## src/rtl/itcm_boot_loader_if.sv

```systemverilog
// Byte-stream and ITCM SRAM buses of the boot loader: the image stream in,
// the core-side SRAM port in, and the ITCM macro port out.
interface itcm_boot_loader_if #(
  parameter int AW = 14
) ();
  logic          byte_vld;
  logic          byte_rdy;
  logic [7:0]    byte_dat;

  logic          cpu_ram_cs;
  logic          cpu_ram_we;
  logic [AW-1:0] cpu_ram_addr;
  logic [7:0]    cpu_ram_wem;
  logic [63:0]   cpu_ram_din;

  logic          ram_cs;
  logic          ram_we;
  logic [AW-1:0] ram_addr;
  logic [7:0]    ram_wem;
  logic [63:0]   ram_din;

  // The loader is the slave of the stream and core port, master of the macro
  modport slave (
    input  byte_vld, byte_dat,
    output byte_rdy,
    input  cpu_ram_cs, cpu_ram_we, cpu_ram_addr, cpu_ram_wem, cpu_ram_din,
    output ram_cs, ram_we, ram_addr, ram_wem, ram_din
  );

  modport master (
    output byte_vld, byte_dat,
    input  byte_rdy,
    output cpu_ram_cs, cpu_ram_we, cpu_ram_addr, cpu_ram_wem, cpu_ram_din,
    input  ram_cs, ram_we, ram_addr, ram_wem, ram_din
  );
endinterface

```

## src/rtl/itcm_boot_loader.sv

```systemverilog
// Boot loader owning the ITCM SRAM port: packs a byte stream into 64-bit words,
// writes them to ITCM, then releases core reset. `ITCM_LOADER_CKSUM_EN adds a byte-sum trailer check.
module itcm_boot_loader #(
  parameter int ITCM_DP = 16384,
  parameter int AW      = 14,
  parameter int LW      = 15
) (
  input  logic              hfclk,
  input  logic              rst_n,
  input  logic              load_start_i,
  input  logic [LW-1:0]     load_len_i,
  itcm_boot_loader_if.slave bus,
  output logic              cpu_rst_n_o,
  output logic              busy_o,
  output logic              done_o,
  output logic              err_o
);

  typedef enum logic [2:0] {
    S_IDLE,
    S_COLLECT,
    S_WRITE,
    S_RUN,
    S_ERR
`ifdef ITCM_LOADER_CKSUM_EN
    , S_CKSUM
`endif
  } state_e;

  state_e        state_q, state_d;
  logic [LW-1:0] len_q, len_d;
  logic [LW-1:0] word_cnt_q, word_cnt_d;
  logic [2:0]    byte_idx_q, byte_idx_d;
  logic          cpu_rst_n_q, cpu_rst_n_d;
  logic          done_q, done_d;
  logic          err_q, err_d;
  logic [63:0]   word_buf_q, word_buf_d;
`ifdef ITCM_LOADER_CKSUM_EN
  logic [31:0]   sum_q, sum_d;
  logic [23:0]   exp_q, exp_d;
`endif

  logic          byte_rdy;
  logic          ram_cs, ram_we;
  logic [AW-1:0] ram_addr;
  logic [7:0]    ram_wem;
  logic [63:0]   ram_din;

  always_ff @(posedge hfclk or negedge rst_n) begin
    if (!rst_n) begin
      state_q     <= S_IDLE;
      len_q       <= '0;
      word_cnt_q  <= '0;
      byte_idx_q  <= '0;
      cpu_rst_n_q <= 1'b0;
      done_q      <= 1'b0;
      err_q       <= 1'b0;
    end else begin
      state_q     <= state_d;
      len_q       <= len_d;
      word_cnt_q  <= word_cnt_d;
      byte_idx_q  <= byte_idx_d;
      cpu_rst_n_q <= cpu_rst_n_d;
      done_q      <= done_d;
      err_q       <= err_d;
    end
  end

  // Datapath registers are always written through the FSM before being used
  always_ff @(posedge hfclk) begin
    word_buf_q <= word_buf_d;
`ifdef ITCM_LOADER_CKSUM_EN
    sum_q      <= sum_d;
    exp_q      <= exp_d;
`endif
  end

  always_comb begin
    state_d    = state_q;
    len_d      = len_q;
    word_cnt_d = word_cnt_q;
    byte_idx_d = byte_idx_q;
    word_buf_d = word_buf_q;
`ifdef ITCM_LOADER_CKSUM_EN
    sum_d      = sum_q;
    exp_d      = exp_q;
`endif
    byte_rdy   = 1'b0;
    ram_cs     = 1'b0;
    ram_we     = 1'b0;
    ram_addr   = '0;
    ram_wem    = '0;
    ram_din    = '0;

    case (state_q)
      S_IDLE: begin
        if (load_start_i) begin
          if (load_len_i == '0) begin
            state_d = S_RUN;
          end else if (load_len_i > LW'(ITCM_DP)) begin
            state_d = S_ERR;
          end else begin
            state_d    = S_COLLECT;
            len_d      = load_len_i;
            word_cnt_d = '0;
            byte_idx_d = '0;
`ifdef ITCM_LOADER_CKSUM_EN
            sum_d      = '0;
`endif
          end
        end
      end

      S_COLLECT: begin
        byte_rdy = 1'b1;
        if (bus.byte_vld) begin
          word_buf_d[{byte_idx_q, 3'b000} +: 8] = bus.byte_dat;
          byte_idx_d = byte_idx_q + 3'd1;
`ifdef ITCM_LOADER_CKSUM_EN
          sum_d      = sum_q + 32'(bus.byte_dat);
`endif
          if (byte_idx_q == 3'd7) state_d = S_WRITE;
        end
      end

      S_WRITE: begin
        ram_cs     = 1'b1;
        ram_we     = 1'b1;
        ram_wem    = 8'hFF;
        ram_addr   = word_cnt_q[AW-1:0];
        ram_din    = word_buf_q;
        word_cnt_d = word_cnt_q + LW'(1);
        if (word_cnt_d == len_q) begin
`ifdef ITCM_LOADER_CKSUM_EN
          state_d = S_CKSUM;
`else
          state_d = S_RUN;
`endif
        end else begin
          state_d = S_COLLECT;
        end
      end

`ifdef ITCM_LOADER_CKSUM_EN
      // byte_idx wrapped to 0 after the last image byte; trailer is little-endian
      S_CKSUM: begin
        byte_rdy = 1'b1;
        if (bus.byte_vld) begin
          exp_d      = {bus.byte_dat, exp_q[23:8]};
          byte_idx_d = byte_idx_q + 3'd1;
          if (byte_idx_q == 3'd3) begin
            state_d = ({bus.byte_dat, exp_q} == sum_q) ? S_RUN : S_ERR;
          end
        end
      end
`endif

      S_RUN: begin
        ram_cs   = bus.cpu_ram_cs;
        ram_we   = bus.cpu_ram_we;
        ram_addr = bus.cpu_ram_addr;
        ram_wem  = bus.cpu_ram_wem;
        ram_din  = bus.cpu_ram_din;
      end

      S_ERR: begin
        state_d = S_ERR;
      end

      default: begin
        state_d = S_IDLE;
      end
    endcase

    // Status flags are sticky and rise together with the state they report
    cpu_rst_n_d = cpu_rst_n_q | (state_d == S_RUN);
    done_d      = done_q | (state_d == S_RUN);
    err_d       = err_q | (state_d == S_ERR);
  end

  assign bus.byte_rdy = byte_rdy;
  assign bus.ram_cs   = ram_cs;
  assign bus.ram_we   = ram_we;
  assign bus.ram_addr = ram_addr;
  assign bus.ram_wem  = ram_wem;
  assign bus.ram_din  = ram_din;

  assign cpu_rst_n_o = cpu_rst_n_q;
  assign done_o      = done_q;
  assign err_o       = err_q;
`ifdef ITCM_LOADER_CKSUM_EN
  assign busy_o      = (state_q == S_COLLECT) || (state_q == S_WRITE) || (state_q == S_CKSUM);
`else
  assign busy_o      = (state_q == S_COLLECT) || (state_q == S_WRITE);
`endif

endmodule

```

## src/flat_wrapper.sv

```systemverilog
// flat-port wrapper written by rule: the top's interface ports become plain ports
module itcm_boot_loader_flat 
#(
  parameter int ITCM_DP = 16384,
  parameter int AW      = 14,
  parameter int LW      = 15
)
  (hfclk, rst_n, load_start_i, load_len_i, cpu_rst_n_o, busy_o, done_o, err_o, bus_byte_vld, bus_byte_dat, bus_byte_rdy, bus_cpu_ram_cs, bus_cpu_ram_we, bus_cpu_ram_addr, bus_cpu_ram_wem, bus_cpu_ram_din, bus_ram_cs, bus_ram_we, bus_ram_addr, bus_ram_wem, bus_ram_din);
  itcm_boot_loader_if #(.AW(AW)) bus_i ();
  input  logic hfclk;
  input  logic rst_n;
  input  logic load_start_i;
  input  logic [LW-1:0] load_len_i;
  output logic cpu_rst_n_o;
  output logic busy_o;
  output logic done_o;
  output logic err_o;
  input wire logic [$bits(bus_i.byte_vld)-1:0] bus_byte_vld;
  input wire logic [$bits(bus_i.byte_dat)-1:0] bus_byte_dat;
  output wire logic [$bits(bus_i.byte_rdy)-1:0] bus_byte_rdy;
  input wire logic [$bits(bus_i.cpu_ram_cs)-1:0] bus_cpu_ram_cs;
  input wire logic [$bits(bus_i.cpu_ram_we)-1:0] bus_cpu_ram_we;
  input wire logic [$bits(bus_i.cpu_ram_addr)-1:0] bus_cpu_ram_addr;
  input wire logic [$bits(bus_i.cpu_ram_wem)-1:0] bus_cpu_ram_wem;
  input wire logic [$bits(bus_i.cpu_ram_din)-1:0] bus_cpu_ram_din;
  output wire logic [$bits(bus_i.ram_cs)-1:0] bus_ram_cs;
  output wire logic [$bits(bus_i.ram_we)-1:0] bus_ram_we;
  output wire logic [$bits(bus_i.ram_addr)-1:0] bus_ram_addr;
  output wire logic [$bits(bus_i.ram_wem)-1:0] bus_ram_wem;
  output wire logic [$bits(bus_i.ram_din)-1:0] bus_ram_din;
  assign bus_i.byte_vld = bus_byte_vld;
  assign bus_i.byte_dat = bus_byte_dat;
  assign bus_byte_rdy = bus_i.byte_rdy;
  assign bus_i.cpu_ram_cs = bus_cpu_ram_cs;
  assign bus_i.cpu_ram_we = bus_cpu_ram_we;
  assign bus_i.cpu_ram_addr = bus_cpu_ram_addr;
  assign bus_i.cpu_ram_wem = bus_cpu_ram_wem;
  assign bus_i.cpu_ram_din = bus_cpu_ram_din;
  assign bus_ram_cs = bus_i.ram_cs;
  assign bus_ram_we = bus_i.ram_we;
  assign bus_ram_addr = bus_i.ram_addr;
  assign bus_ram_wem = bus_i.ram_wem;
  assign bus_ram_din = bus_i.ram_din;
  itcm_boot_loader #(.ITCM_DP(ITCM_DP), .AW(AW), .LW(LW)) u_core (.hfclk(hfclk), .rst_n(rst_n), .load_start_i(load_start_i), .load_len_i(load_len_i), .bus(bus_i), .cpu_rst_n_o(cpu_rst_n_o), .busy_o(busy_o), .done_o(done_o), .err_o(err_o));
endmodule
```

## config.mk

```make
export PLATFORM = sky130hd
export DESIGN_NAME = itcm_boot_loader_flat
export DESIGN_NICKNAME = d
export VERILOG_FILES = /design/src/rtl/itcm_boot_loader_if.sv /design/src/rtl/itcm_boot_loader.sv /design/src/flat_wrapper.sv
export SDC_FILE = /design/constraint.sdc
export NUM_CORES = 1
export LEC_CHECK = 0
export BUFFER_PORTS_ARGS = -buffer_cell sky130_fd_sc_hd__buf_2
export CORE_MARGIN = 2
export CORE_UTILIZATION = 56
export CTS_BUF_LIST = sky130_fd_sc_hd__clkbuf_4
export DETAILED_ROUTE_END_ITERATION = 10
export GPL_TIMING_DRIVEN = 0
export PLACE_DENSITY = 0.92
export REMOVE_ABC_BUFFERS = 1
export SLEW_MARGIN = 20
export SYNTH_ARGS = -nofsm -noshare
export SYNTH_HDL_FRONTEND = slang
export SYNTH_SLANG_ARGS = --single-unit
```

## constraint.sdc

```tcl
create_clock -name hfclk -period 6.1 [get_ports hfclk]
set_input_delay 1.525 -clock hfclk [delete_from_list [all_inputs] [get_ports hfclk]]
set_output_delay 1.525 -clock hfclk [all_outputs]
set_load 0.02 [all_outputs]
```

==> flow_metrics.tcl <==
set metrics [dict create \
    start_kind "flop" \
    dp_slack_ns 2.27 \
    ys_types 54 \
    synth_cells 596 \
    p_leak_nw 3.33 \
    required_ns 4.58 \
    drc_errors 0 \
    relSlewSlack 0.287 \
    antenna_found_initial 0 \
    wire_per_inst_um 16.3 \
    viasPerCell 5.52 \
    drt_first_pass_iters 5 \
    yosys_register_bits 103 \
    netlist_top_cells_area "edfxtp_1, dfrtp_1, mux2i_1" \
    dieHeight_um 108 \
    port_buffers 207 \
    finalSetupViolations 0 \
    rows 38 \
    grt_util_all_layers 0.245 \
    cp-startpoint "u_core.state_q[0]" \
    synthSimpleGateAreaFrac 0.219 \
    cts_setup_buffers 0 \
    finish.net_count 895 \
    synthAdderAreaFrac 0.0103 \
    finalSetupTns_ns 0 \
    core_sq_um 10700 \
    grt_start_max_net_pins 75 \
    syn_area_per_cell_sq_um 10.2 \
    cts_hold_buf 0 \
    initial_utilization 0.566 \
    timing.rr.start "u_core.state_q[0]" \
    dp_cells 904 \
    synth_area_sq_um 6090 \
    routed_wl_um 15000 \
    synth-xor-area-share 0.0300 \
    period_minus_slack_ns 4.38 \
    grt.overflow.total 0 \
    htreeDepth 3 \
    top_level_ports 208 \
    r2r_cells 4 \
    finalClockSkew_ns 0.0201 \
    syn2layout_area_growth_pct 20.2 \
    clk_latency_ns 0.47 \
    dieArea_sq_um 11700 \
    hold_slack_ns 0.505 \
    numCtsBuffers 9 \
    synthMuxAreaShare 0.156 \
    cellPowerDensity_nw_per_um2 279 \
    cts_tree "built" \
    drive_above_1_share 0.312 \
    grt_pass1_vias 4649 \
    slowest_delay_ns 0.99 \
    grt_pass1_wl_um 21900 \
    clockBufferDepth 2 \
    crit_path_end_kind "output pin" \
    worst_slew_pin_slew_ns 1.06 \
    cts_sinks 103 \
    die_x_um 108 \
    finalCritPeriodShare 0.718 \
    synth_compound_area_frac 0.0656 \
    dr.first_iter.drc_count 340 \
    crit_slowest_cell "dfrtp_4" \
    ant_nets 0 \
    finalMaxSlewViolations 0 \
    drv_cap 0 \
    dp_hpwl_um 11200 \
    rsz0062_at_grt "false" \
    clkTransAtPathRegs_ns 0.18 \
    num_antenna_cells 0 \
    finalCoreUtilization 0.681 \
    hold_viol 0 \
    crit_chain "buf_16, or2_1, o21ai_0, buf_2" \
    worstHoldStart "u_core.cpu_rst_n_o" \
    yosysWarnings 0 \
    crit_fanout 52 \
    cts-resized-gates 0 \
    place.gp.congestion 0.852 \
    cp.arrival_ns 2.86 \
    cts-root-buf "clkbuf_4" \
    setup_ws_ns 1.72 \
    ys_seq_area_frac 0.476 \
    synth.top_cell.area_share 0.316 \
    max_freq_mhz 228 \
    route.vias.total 5074 \
    ir_worst_vdd_mv 0.197 \
    synth_area_leader_cell "edfxtp_1" \
    hp-class "reg -> reg" \
    worstSetupPathType "reg -> out" \
    synth_top_family_by_area "simple AND/OR/NAND/NOR gates" \
    status "completed" \
    instances_no_fill 920 \
    hold_depth 2 \
]
## synthesized netlist by cell type, drive strengths merged
cell type  instances
clkbuf            12
a31oi              5
xnor2             10
nand2b             4
or4b               1
or3                3
inv               15
nand4              8
a211o              1
o21ai             31
o21ba              1
a21oi             18
nor3              12
nand2             25
mux2i             78
o41ai              2
o32a               1
o21a               1
dfrtp             39
and4               2
xor2              10
or2                3
and3              14
or3b               3
o31ai              1
a311oi             1
nor3b              1
nor4b              2
and2              53
nor2b              1
buf               29
nor2             106
nand3             10
edfxtp            64
a2bb2oi            1
o211ai             1
o211a              1
nor4               6
mux2              15
ha                 5
## layer usage
layer / up-vias / global-route usage / share of wire
met3: 33 / 0.0350 / 0.060
met1: 2383 / 0.291 / 0.41
met5: - / 0 / 0
met2: 198 / 0.444 / 0.51
met4: 0 / 0.105 / 0.023
li1: 2460 / - / -
## metrics by stage
step           total power, W  area [sq um]
4_1_cts               0.00204          7310
2_1_floorplan         0.00154          5880
6_report              0.00204          7320
3_5_place_dp          0.00168          7160
5_1_grt               0.00214          7320
3_3_place_gp          0.00170          7090
## sequential cells by signal, indices dropped and copies added (netlist names)
register            count
u_core.word_cnt_q      15
u_core.done_o           1
u_core.err_o            1
u_core.word_buf_q      64
u_core.len_q           15
u_core.state_q          3
u_core.cpu_rst_n_o      1
u_core.byte_idx_q       3
## worst paths after layout
kind / to / slack, ns
setup / recovery: busy_o / 1.72
hold / removal: u_core.cpu_rst_n_o / 0.50
setup reg to reg: u_core.word_buf_q[26] / 2.88
hold reg to reg: u_core.cpu_rst_n_o / 0.50
max in group asynchronous: u_core.state_q[0] / 4.34
min in group asynchronous: u_core.len_q[1] / 1.14
## layout by cell type (no fill, tap or decap), drive strengths merged, types with 2 or more instances in the layout
master | netlist | layout
or2 | 3 | 3
or3 | 3 | 3
a21oi | 18 | 18
nand2b | 4 | 4
nand3 | 10 | 10
o21ai | 31 | 31
xnor2 | 10 | 10
buf | 29 | 209
dfrtp | 39 | 39
nor4 | 6 | 6
o41ai | 2 | 2
edfxtp | 64 | 64
and3 | 14 | 14
a31oi | 5 | 5
inv | 15 | 20
clkbuf | 12 | 9
and2 | 53 | 53
nor4b | 2 | 2
xor2 | 10 | 10
mux2 | 15 | 15
mux2i | 78 | 78
nor3 | 12 | 12
nand2 | 25 | 25
nor2 | 106 | 106
or3b | 3 | 3
ha | 5 | 5
nand4 | 8 | 8
and4 | 2 | 2
clkinv | 0 | 2
## final cells by class
cell class | count | area, sq um
Tap cell | 140 | 175
Multi-Input combinational cell | 437 | 2950
Fill cell | 813 | 3430
Sequential cell | 103 | 2900
Inverter | 15 | 56.3
Timing Repair Buffer | 209 | 1090
Clock inverter | 7 | 78.8
Clock buffer | 9 | 67.6
## worst max-delay path: cells and delay by family, from the launching register on
kind	cells	cell delay, ns
flip-flops	1	0.99
AND/OR/NAND/NOR	1	0.59
buffers and inverters	2	0.57
AO/OA/AOI/OAI	1	0.24
## report_power, final
group	switching, W	total [W]	internal, W
Clock	0.000258	0.000360	0.000102
Sequential	0.000143	0.000968	0.000825
Combinational	0.000350	0.000709	0.000359
Total	0.000751	0.00204	0.00129
## cells by family after synthesis
kind of cell,Yosys count
compound gates,65
xor+xnor,20
fa+ha+maj,5
buf+inv,56
flops,103
mux,93
simple gates,254
(Power assumes the default switching activity.)
